[src/rtl/hmmm_core.sv]
// hmmm_core: multicycle 16-bit-instruction processor with one request/ready memory port.
// Define HMMM_CORE_TRACE_EN to add the retire_valid/retire_pc trace outputs.
module hmmm_core #(
    parameter int WIDTH  = 8,
    parameter int NREGS  = 16,
    parameter int ADDR_W = 8
) (
    input  logic              clk,
    input  logic              reset,
    output logic              mem_req,
    output logic              mem_we,
    output logic [ADDR_W-1:0] mem_adr,
    output logic [WIDTH-1:0]  mem_wdata,
    input  logic [15:0]       mem_rdata,
    input  logic              mem_ready,
`ifdef HMMM_CORE_TRACE_EN
    output logic              retire_valid,
    output logic [ADDR_W-1:0] retire_pc,
`endif
    output logic              halted
);
    localparam logic [2:0] S_FETCH  = 3'd0;
    localparam logic [2:0] S_DECODE = 3'd1;
    localparam logic [2:0] S_EXEC   = 3'd2;
    localparam logic [2:0] S_MEM    = 3'd3;
    localparam logic [2:0] S_WB     = 3'd4;
    localparam logic [2:0] S_HALT   = 3'd5;
    localparam int RIDX_W = (NREGS > 1) ? $clog2(NREGS) : 1;

    function automatic logic [RIDX_W-1:0] reg_idx(input logic [3:0] f);
        return RIDX_W'({1'b0, f} % 5'(NREGS));
    endfunction

    function automatic logic [WIDTH-1:0] sext8(input logic [7:0] v);
        return WIDTH'($signed(v));
    endfunction

    logic [2:0]        state_q, state_d;
    logic [ADDR_W-1:0] pc_q, pc_d, pc_inc_s;
    logic [15:0]       ir_q, ir_d;
    logic [WIDTH-1:0]  opx_q, opx_d, opy_q, opy_d, opz_q, opz_d, ld_q, ld_d;
    logic [ADDR_W-1:0] adr_q, adr_d;
    logic              we_q, we_d, halted_q, halted_d;
    logic [WIDTH-1:0]  wdata_q, wdata_d;
    logic [WIDTH-1:0]  regs_q [NREGS];
    logic [RIDX_W-1:0] x_idx_s, y_idx_s, z_idx_s;
    logic [WIDTH-1:0]  rx_s, ry_s, rz_s, wr_data_s;
    logic              wr_en_s, mem_op_s;
    logic [3:0]        op_s;
    logic [7:0]        imm_s;

    assign op_s     = ir_q[15:12];
    assign imm_s    = ir_q[7:0];
    assign mem_op_s = (op_s >= 4'h6) && (op_s <= 4'h9);
    assign pc_inc_s = pc_q + ADDR_W'(1'b1);
    assign x_idx_s  = reg_idx(ir_q[11:8]);
    assign y_idx_s  = reg_idx(ir_q[7:4]);
    assign z_idx_s  = reg_idx(ir_q[3:0]);
    assign rx_s = (x_idx_s == {RIDX_W{1'b0}}) ? {WIDTH{1'b0}} : regs_q[x_idx_s];
    assign ry_s = (y_idx_s == {RIDX_W{1'b0}}) ? {WIDTH{1'b0}} : regs_q[y_idx_s];
    assign rz_s = (z_idx_s == {RIDX_W{1'b0}}) ? {WIDTH{1'b0}} : regs_q[z_idx_s];

    // Next-state, PC, register-write and bus-register logic
    always_comb begin
        state_d   = state_q;
        pc_d      = pc_q;
        ir_d      = ir_q;
        opx_d     = opx_q;
        opy_d     = opy_q;
        opz_d     = opz_q;
        ld_d      = ld_q;
        adr_d     = adr_q;
        we_d      = we_q;
        wdata_d   = wdata_q;
        halted_d  = halted_q;
        wr_en_s   = 1'b0;
        wr_data_s = {WIDTH{1'b0}};
        case (state_q)
            S_FETCH: begin
                if (mem_ready) begin
                    ir_d    = mem_rdata;
                    state_d = S_DECODE;
                end else begin
                    state_d = S_FETCH;
                end
            end
            S_DECODE: begin
                opx_d   = rx_s;
                opy_d   = ry_s;
                opz_d   = rz_s;
                state_d = S_EXEC;
            end
            S_EXEC: begin
                state_d = S_FETCH;
                pc_d    = pc_inc_s;
                case (op_s)
                    4'h0: begin
                        state_d  = S_HALT;
                        pc_d     = pc_q;
                        halted_d = 1'b1;
                    end
                    4'h1: begin wr_en_s = 1'b1; wr_data_s = sext8(imm_s); end
                    4'h2: begin wr_en_s = 1'b1; wr_data_s = opx_q + sext8(imm_s); end
                    4'h3: begin wr_en_s = 1'b1; wr_data_s = opy_q; end
                    4'h4: begin wr_en_s = 1'b1; wr_data_s = opy_q + opz_q; end
                    4'h5: begin wr_en_s = 1'b1; wr_data_s = opy_q - opz_q; end
                    4'h6, 4'h7, 4'h8, 4'h9: begin
                        state_d = S_MEM;
                        pc_d    = pc_q;
                    end
                    4'hA: pc_d = ADDR_W'(imm_s);
                    4'hB: pc_d = ADDR_W'(opx_q);
                    4'hC: pc_d = (opx_q == {WIDTH{1'b0}}) ? ADDR_W'(imm_s) : pc_inc_s;
                    4'hD: pc_d = (opx_q != {WIDTH{1'b0}}) ? ADDR_W'(imm_s) : pc_inc_s;
                    4'hE: pc_d = (!opx_q[WIDTH-1] && (opx_q != {WIDTH{1'b0}})) ? ADDR_W'(imm_s) : pc_inc_s;
                    4'hF: pc_d = opx_q[WIDTH-1] ? ADDR_W'(imm_s) : pc_inc_s;
                    default: pc_d = pc_inc_s;
                endcase
            end
            S_MEM: begin
                // Odd opcodes in the memory group (7, 9) are the stores
                if (mem_ready) begin
                    if (op_s[0]) begin
                        state_d = S_FETCH;
                        pc_d    = pc_inc_s;
                    end else begin
                        ld_d    = mem_rdata[WIDTH-1:0];
                        state_d = S_WB;
                    end
                end else begin
                    state_d = S_MEM;
                end
            end
            S_WB: begin
                wr_en_s   = 1'b1;
                wr_data_s = ld_q;
                pc_d      = pc_inc_s;
                state_d   = S_FETCH;
            end
            S_HALT: state_d = S_HALT;
            default: state_d = S_FETCH;
        endcase

        if (state_d == S_FETCH) begin
            adr_d = pc_d;
            we_d  = 1'b0;
        end else if ((state_q == S_EXEC) && (state_d == S_MEM)) begin
            adr_d   = op_s[3] ? ADDR_W'(opy_q) : ADDR_W'(imm_s);
            we_d    = op_s[0];
            wdata_d = opx_q;
        end else begin
            adr_d = adr_q;
        end
    end

    // Control, datapath latches and bus-output registers
    always_ff @(posedge clk or negedge reset) begin
        if (!reset) begin
            state_q  <= S_FETCH;
            pc_q     <= {ADDR_W{1'b0}};
            ir_q     <= 16'h0000;
            opx_q    <= {WIDTH{1'b0}};
            opy_q    <= {WIDTH{1'b0}};
            opz_q    <= {WIDTH{1'b0}};
            ld_q     <= {WIDTH{1'b0}};
            adr_q    <= {ADDR_W{1'b0}};
            we_q     <= 1'b0;
            wdata_q  <= {WIDTH{1'b0}};
            halted_q <= 1'b0;
        end else begin
            state_q  <= state_d;
            pc_q     <= pc_d;
            ir_q     <= ir_d;
            opx_q    <= opx_d;
            opy_q    <= opy_d;
            opz_q    <= opz_d;
            ld_q     <= ld_d;
            adr_q    <= adr_d;
            we_q     <= we_d;
            wdata_q  <= wdata_d;
            halted_q <= halted_d;
        end
    end

    // Register file; r0 is never written so it stays zero
    always_ff @(posedge clk or negedge reset) begin
        if (!reset) begin
            for (int i = 0; i < NREGS; i++) begin
                regs_q[i] <= {WIDTH{1'b0}};
            end
        end else if (wr_en_s && (x_idx_s != {RIDX_W{1'b0}})) begin
            regs_q[x_idx_s] <= wr_data_s;
        end
    end

    // Gating with reset withdraws a pending request the moment reset asserts
    assign mem_req   = reset & ((state_q == S_FETCH) | (state_q == S_MEM));
    assign mem_we    = we_q;
    assign mem_adr   = adr_q;
    assign mem_wdata = wdata_q;
    assign halted    = halted_q;

`ifdef HMMM_CORE_TRACE_EN
    assign retire_valid = ((state_q == S_EXEC) && !mem_op_s) ||
                          ((state_q == S_MEM) && mem_ready && op_s[0]) ||
                          (state_q == S_WB);
    assign retire_pc    = pc_q;
`endif
endmodule

[config.mk]
export PLATFORM = sky130hd
export DESIGN_NAME = hmmm_core
export DESIGN_NICKNAME = d
export VERILOG_FILES = /design/src/rtl/hmmm_core.sv
export SDC_FILE = /design/constraint.sdc
export NUM_CORES = 1
export LEC_CHECK = 0
export CAP_MARGIN = 20
export CORE_MARGIN = 2
export CORE_UTILIZATION = 45
export DETAILED_ROUTE_END_ITERATION = 7
export PLACE_DENSITY = 0.66
export SKIP_CTS_REPAIR_TIMING = 1
export SLEW_MARGIN = 10
export SYNTH_ARGS = -nofsm -noshare
export SYNTH_HDL_FRONTEND = slang
export SYNTH_SLANG_ARGS = --single-unit
[constraint.sdc]
create_clock -name clk -period 3.8 [get_ports clk]
set_input_delay 0.95 -clock clk [delete_from_list [all_inputs] [get_ports clk]]
set_output_delay 0.95 -clock clk [all_outputs]
set_load 0.05 [all_outputs]
* Yosys cells after proc, flatten, opt, wreduce, memory -nomap -nowiden
Index checks and enable logic that the tools add are counted.
Storage, ports and cells: flip-flop bits (word level) 205, word-level logic and storage cells 122
Cells by class: mux-type cells 37, bitwise operators 7, reduce and logical (&&, ||, !) cells 22, equality and inequality tests 21, add/subtract/negate cells 4, order comparisons 4
Operators with widths (count):
- two-way mux 8 bit | 19
- bitwise mux 128 bit | 1
- binary-select mux 8 bit (select 4 bit) | 3
- case mux 8 bit (7 select lines) | 1
- case mux 8 bit (5 select lines) | 1
- demux 8 bit (select 4 bit) | 1
- == test 4 bit (second input constant) | 8
- case mux 8 bit (3 select lines) | 1
- adder 8 bit | 2
- == test 4 x 3 -> 1 bit (second input constant) | 4
- zero test 4 bit | 4
- case mux 8 bit (2 select lines) | 1
- greater-or-equal comparator 5 bit (second input constant) | 3
- NOT 4 -> 5 bit | 3
- case mux 3 bit (5 select lines) | 1
- OR reduction 5 bit | 2
- == test 3 x 2 -> 1 bit (second input constant) | 3
- adder 8 x 1 -> 8 bit (second input constant) | 1
- == test 4 x 2 -> 1 bit (second input constant) | 2
- zero test 8 bit | 1
- nonzero test 8 bit | 1
- subtractor 8 bit | 1
- == test 3 bit (second input constant) | 2
- zero test 3 bit | 2
- other kinds (17) | 27

* Longest topological paths before layout
depth in word-level cells 8, depth in mapped cells 13

* Worst setup path after synthesis
No wires, ideal clock.
path kind register to output, start point reg state_q[0], end point out mem_req, required time 2850 ps, data arrival time 2467 ps, stages on the path, launching flop included 5, path buffers 2, setup slack 383 ps, cells stage by stage dfrtp_1 clkbuf_1 clkbuf_1 nor2b_1 nor4bb_1
Between the ends: cells in the longest elaborated chain, start to end 3, elaborated cells on any way between the ends 4
RTL lines:
- from (decl) | RTL line 38 | logic [2:0] state_q, state_d;
- from (signal assigned) | RTL line 171 | state_q <= state_d;
- == test 3 x 2 -> 1 bit / zero test 3 bit (equally long branches) | RTL line 197 | assign mem_req = reset & ((state_q == S_FETCH) | (state_q == S_MEM));
- OR 1 bit * | RTL line 197
- AND 1 bit * | RTL line 197
- to (decl) | RTL line 10 | output logic mem_req,
Mark *: on every way between the ends. The rest lies on a longest branch, timed or not.

* Worst setup path in the final report
start point reg ir_q[15], end point reg regs_q[30] in the netlist's numbering
Between the ends: cells in the longest elaborated chain, start to end 5, elaborated cells on any way between the ends 12
RTL lines:
- from (decl) | RTL line 40 | logic [15:0] ir_q, ir_d;
- from (signal assigned) | RTL line 173 | ir_q <= ir_d;
- == test 4 x 3 -> 1 bit (tied with other cells) | RTL line 96 | case (op_s)
- OR reduction 5 bit (no source line)
- two-way mux 1 bit | RTL line 96
- case mux 1 bit (2 select lines) | RTL line 78 | case (state_q)
- logical AND 1 bit | RTL line 191 | end else if (wr_en_s && (x_idx_s != {RIDX_W{1'b0}})) begin
- to (signal, indexed assignment) | RTL line 189 | regs_q[i] <= {WIDTH{1'b0}};
- to (signal, indexed assignment) | RTL line 192 | regs_q[x_idx_s] <= wr_data_s;
- to (decl) | RTL line 45 | logic [WIDTH-1:0] regs_q [NREGS];
Several ways; a longest one is shown, not always the timed one. A chain may end at the register's enable or synchronous reset.

==> results_dict.tcl <==
set metrics [dict create \
    status "finished clean" \
    die_w_um 173 \
    path_common_cell "buf_4" \
    multiInputGateArea_um2 7130 \
    r2r-start "ir_q[15]$_DFFE_PN0P_" \
    netlist.area_leader.share 0.401 \
    worst-r2r-cell-count 12 \
    n_antenna_cell 0 \
    synthArstFlopShare 1.00 \
    die_y_um 173 \
    fin_crit_sh 0.879 \
    crit_chain "nor4bb_1 > buf_4 > nor2_1 > xnor2_1 > ha_1 > a211oi_1 > o21bai_1 > mux2i_1 > o221ai_1 > o31ai_1 > buf_4 > a31oi_1" \
    crit_path_start_kind "flop" \
    slew_violations 0 \
    start_util 0.459 \
    synthDistinctLibCells 68 \
    synth_most_common_cell "dfrtp_1" \
    timing.hold.ws_ns 0.334 \
    clock_path_buffers 3 \
    reg2reg_slack_ns 0.46 \
    clk_latency_ns 0.55 \
    final_cells 1577 \
    yosys_warnings 0 \
    synth_fp_nets 1200 \
    maxSlewHeadroom 0.251 \
    cts_tree "built" \
    tightest_slew_ns 1.12 \
    ctsHtreeMaxLevel 1 \
    maxCapViolations 0 \
    die_area_um2 29800 \
    crit_cells 12 \
    cp.arrival_ns 3.73 \
    synthesis.area_um2 12800 \
    hold_path_class "in -> async" \
    crit_buf_inv 2 \
    area_growth_pct 13.9 \
    syn_area_per_cell_um2 11.0 \
    setup_tns_ns 0 \
    cp-startpoint "ir_q[15]$_DFFE_PN0P_" \
    via_per_inst 6.38 \
    yosysSeqAreaShare 0.401 \
    peakVddDrop_v 0.000457 \
    vias 10100 \
    grt_pass1_wl_um 57900 \
    p_per_area_nw_per_um2 949 \
    wl_um 36900 \
    antenna_found_initial 0 \
    path_max_fanout 15 \
    yosysTopAreaCell "dfrtp_1" \
    drc 0 \
    path_clk_slew_ns 0.07 \
    worst_r2r_endpoint "regs_q[30]$_DFFE_PN0P_" \
    ios 38 \
    grt_max_degree 63 \
    drt_iter0_markers 1070 \
    dr.pass1.iters 6 \
    rsz0062_at_grt "false" \
    synth_area_leaders "dfrtp_1, mux4_2, nor2_1" \
    yosys_most_used_dff "dfrtp_1" \
    max_freq_ghz 0.299 \
    synthCells 1163 \
    dp_cells 1532 \
    path_class "reg -> reg" \
    grt_usage 0.248 \
    synth_edf_count 0 \
    cp_slowest_cell "nor4bb_1" \
    skew_ns 0.0330 \
    final_antenna_net_count 0 \
    setup_viol 0 \
    core-area_um2 27900 \
    finalCriticalPeriod_ns 3.34 \
    root_buffer "clkbuf_16" \
    dpl.hpwl_um 24900 \
    critPathCaptureType "flop" \
    grt_pass1_vias 9899 \
    crit_required_ns 4.19 \
    worst_path_largest_cell_delay_ns 0.52 \
    grt-ovfl-total 0 \
    fillers 2421 \
    crit_end "regs_q[30]$_DFFE_PN0P_" \
    cp_top_family "compound AO/OA/AOI/OAI gates" \
    io_buffers 37 \
    place_congestion 0.921 \
    wl_per_cell_um 23.4 \
    numClockSinks 205 \
    rows 61 \
    fin_nets 1219 \
    seqCellArea_um2 5140 \
    cts_inserted_buffers 24 \
    ys_ff_latch 205 \
    drive_gt1_frac 0.230 \
    p_leak_uw 0.00600 \
    hold_violations 0 \
    yosys-top-cells-count "dfrtp_1, nor2_1, mux4_2, a21oi_1, a31oi_1" \
]
==> layer usage <==
layer,up-vias,wire length [um],global-route usage
met4,0,1450,0.0947
li1,4441,-,-
met5,-,0,0
met2,423,17400,0.391
met3,97,2350,0.0367
met1,5100,15700,0.348
==> registers in the layout, summed over array words and instances, names as in the netlist <==
| name | flops |
|---|---|
| halted | 1 |
| ir_q | 16 |
| ld_q | 8 |
| mem_adr | 8 |
| mem_wdata | 8 |
| mem_we | 1 |
| opx_q | 8 |
| opy_q | 8 |
| opz_q | 8 |
| pc_q | 8 |
| regs_q | 128 |
| state_q | 3 |
==> layout by cell type (no fill, tap or decap), types with 16 or more instances in the layout <==
master	n
dfrtp_1	200
nor2_1	142
mux4_2	120
a21oi_1	87
a31oi_1	69
buf_4	55
nand2_1	52
o21ai_0	44
mux2i_1	37
inv_1	36
clkdlybuf4s50_1	35
mux2_2	32
clkbuf_16	24
nor3_1	17
ha_1	16
==> final cells by class <==
class                      instances  area share
timing repair buffer              92      0.0544
clock buffer                      36      0.0485
clock inverter                     7      0.0127
multi-input combinational        823       0.490
inverter                          36     0.00928
tap                              378      0.0325
sequential                       205       0.353
==> how the worst min path moves through the flow <==
| stage | depth (start not counted) | endpoint | start | slack [ns] |
|---|---|---|---|---|
| 2_1_floorplan | 1 | regs_q[120]$_DFFE_PN0P_ | regs_q[120]$_DFFE_PN0P_ | 0.46 |
| 3_3_place_gp | 0 | regs_q[124]$_DFFE_PN0P_ | regs_q[124]$_DFFE_PN0P_ | 0.40 |
| 3_5_place_dp | 0 | regs_q[126]$_DFFE_PN0P_ | regs_q[126]$_DFFE_PN0P_ | 0.40 |
| 4_1_cts | 1 | ir_q[7]$_DFFE_PN0P_ | reset | 0.33 |
| 5_1_grt | 1 | ld_q[7]$_DFFE_PN0P_ | reset | 0.36 |
| 6_report | 1 | ir_q[4]$_DFFE_PN0P_ | reset | 0.33 |
==> where the power goes <==
part	total, uW	switching [uW]	internal (uW)	leakage, uW
Clock	2580	959	1630	0.000432
Combinational	7170	3760	3410	0.00290
Sequential	4060	1050	3010	0.00267
==> metrics by stage <==
| stage | total power [uW] | worst slack (ns) | cell area [um^2] | utilization |
|---|---|---|---|---|
| 2_1_floorplan | 9150 | 0.383 | 12800 | - |
| 3_3_place_gp | 11000 | 0.253 | 13600 | 0.490 |
| 3_5_place_dp | 11100 | 0.196 | 13700 | 0.490 |
| 4_1_cts | 13800 | 0.198 | 14500 | 0.522 |
| 5_1_grt | 14600 | 0.272 | 14600 | 0.523 |
| 6_report | 13800 | 0.460 | 14600 | 0.523 |
==> logic make-up after synthesis <==
group,share of synthesized area
simple gates,0.110
buf+inv,0.0427
xor+xnor,0.0130
flops,0.401
compound gates,0.146
fa+ha+maj,0.0188
mux,0.268
Power figures use the tool's default switching activity.
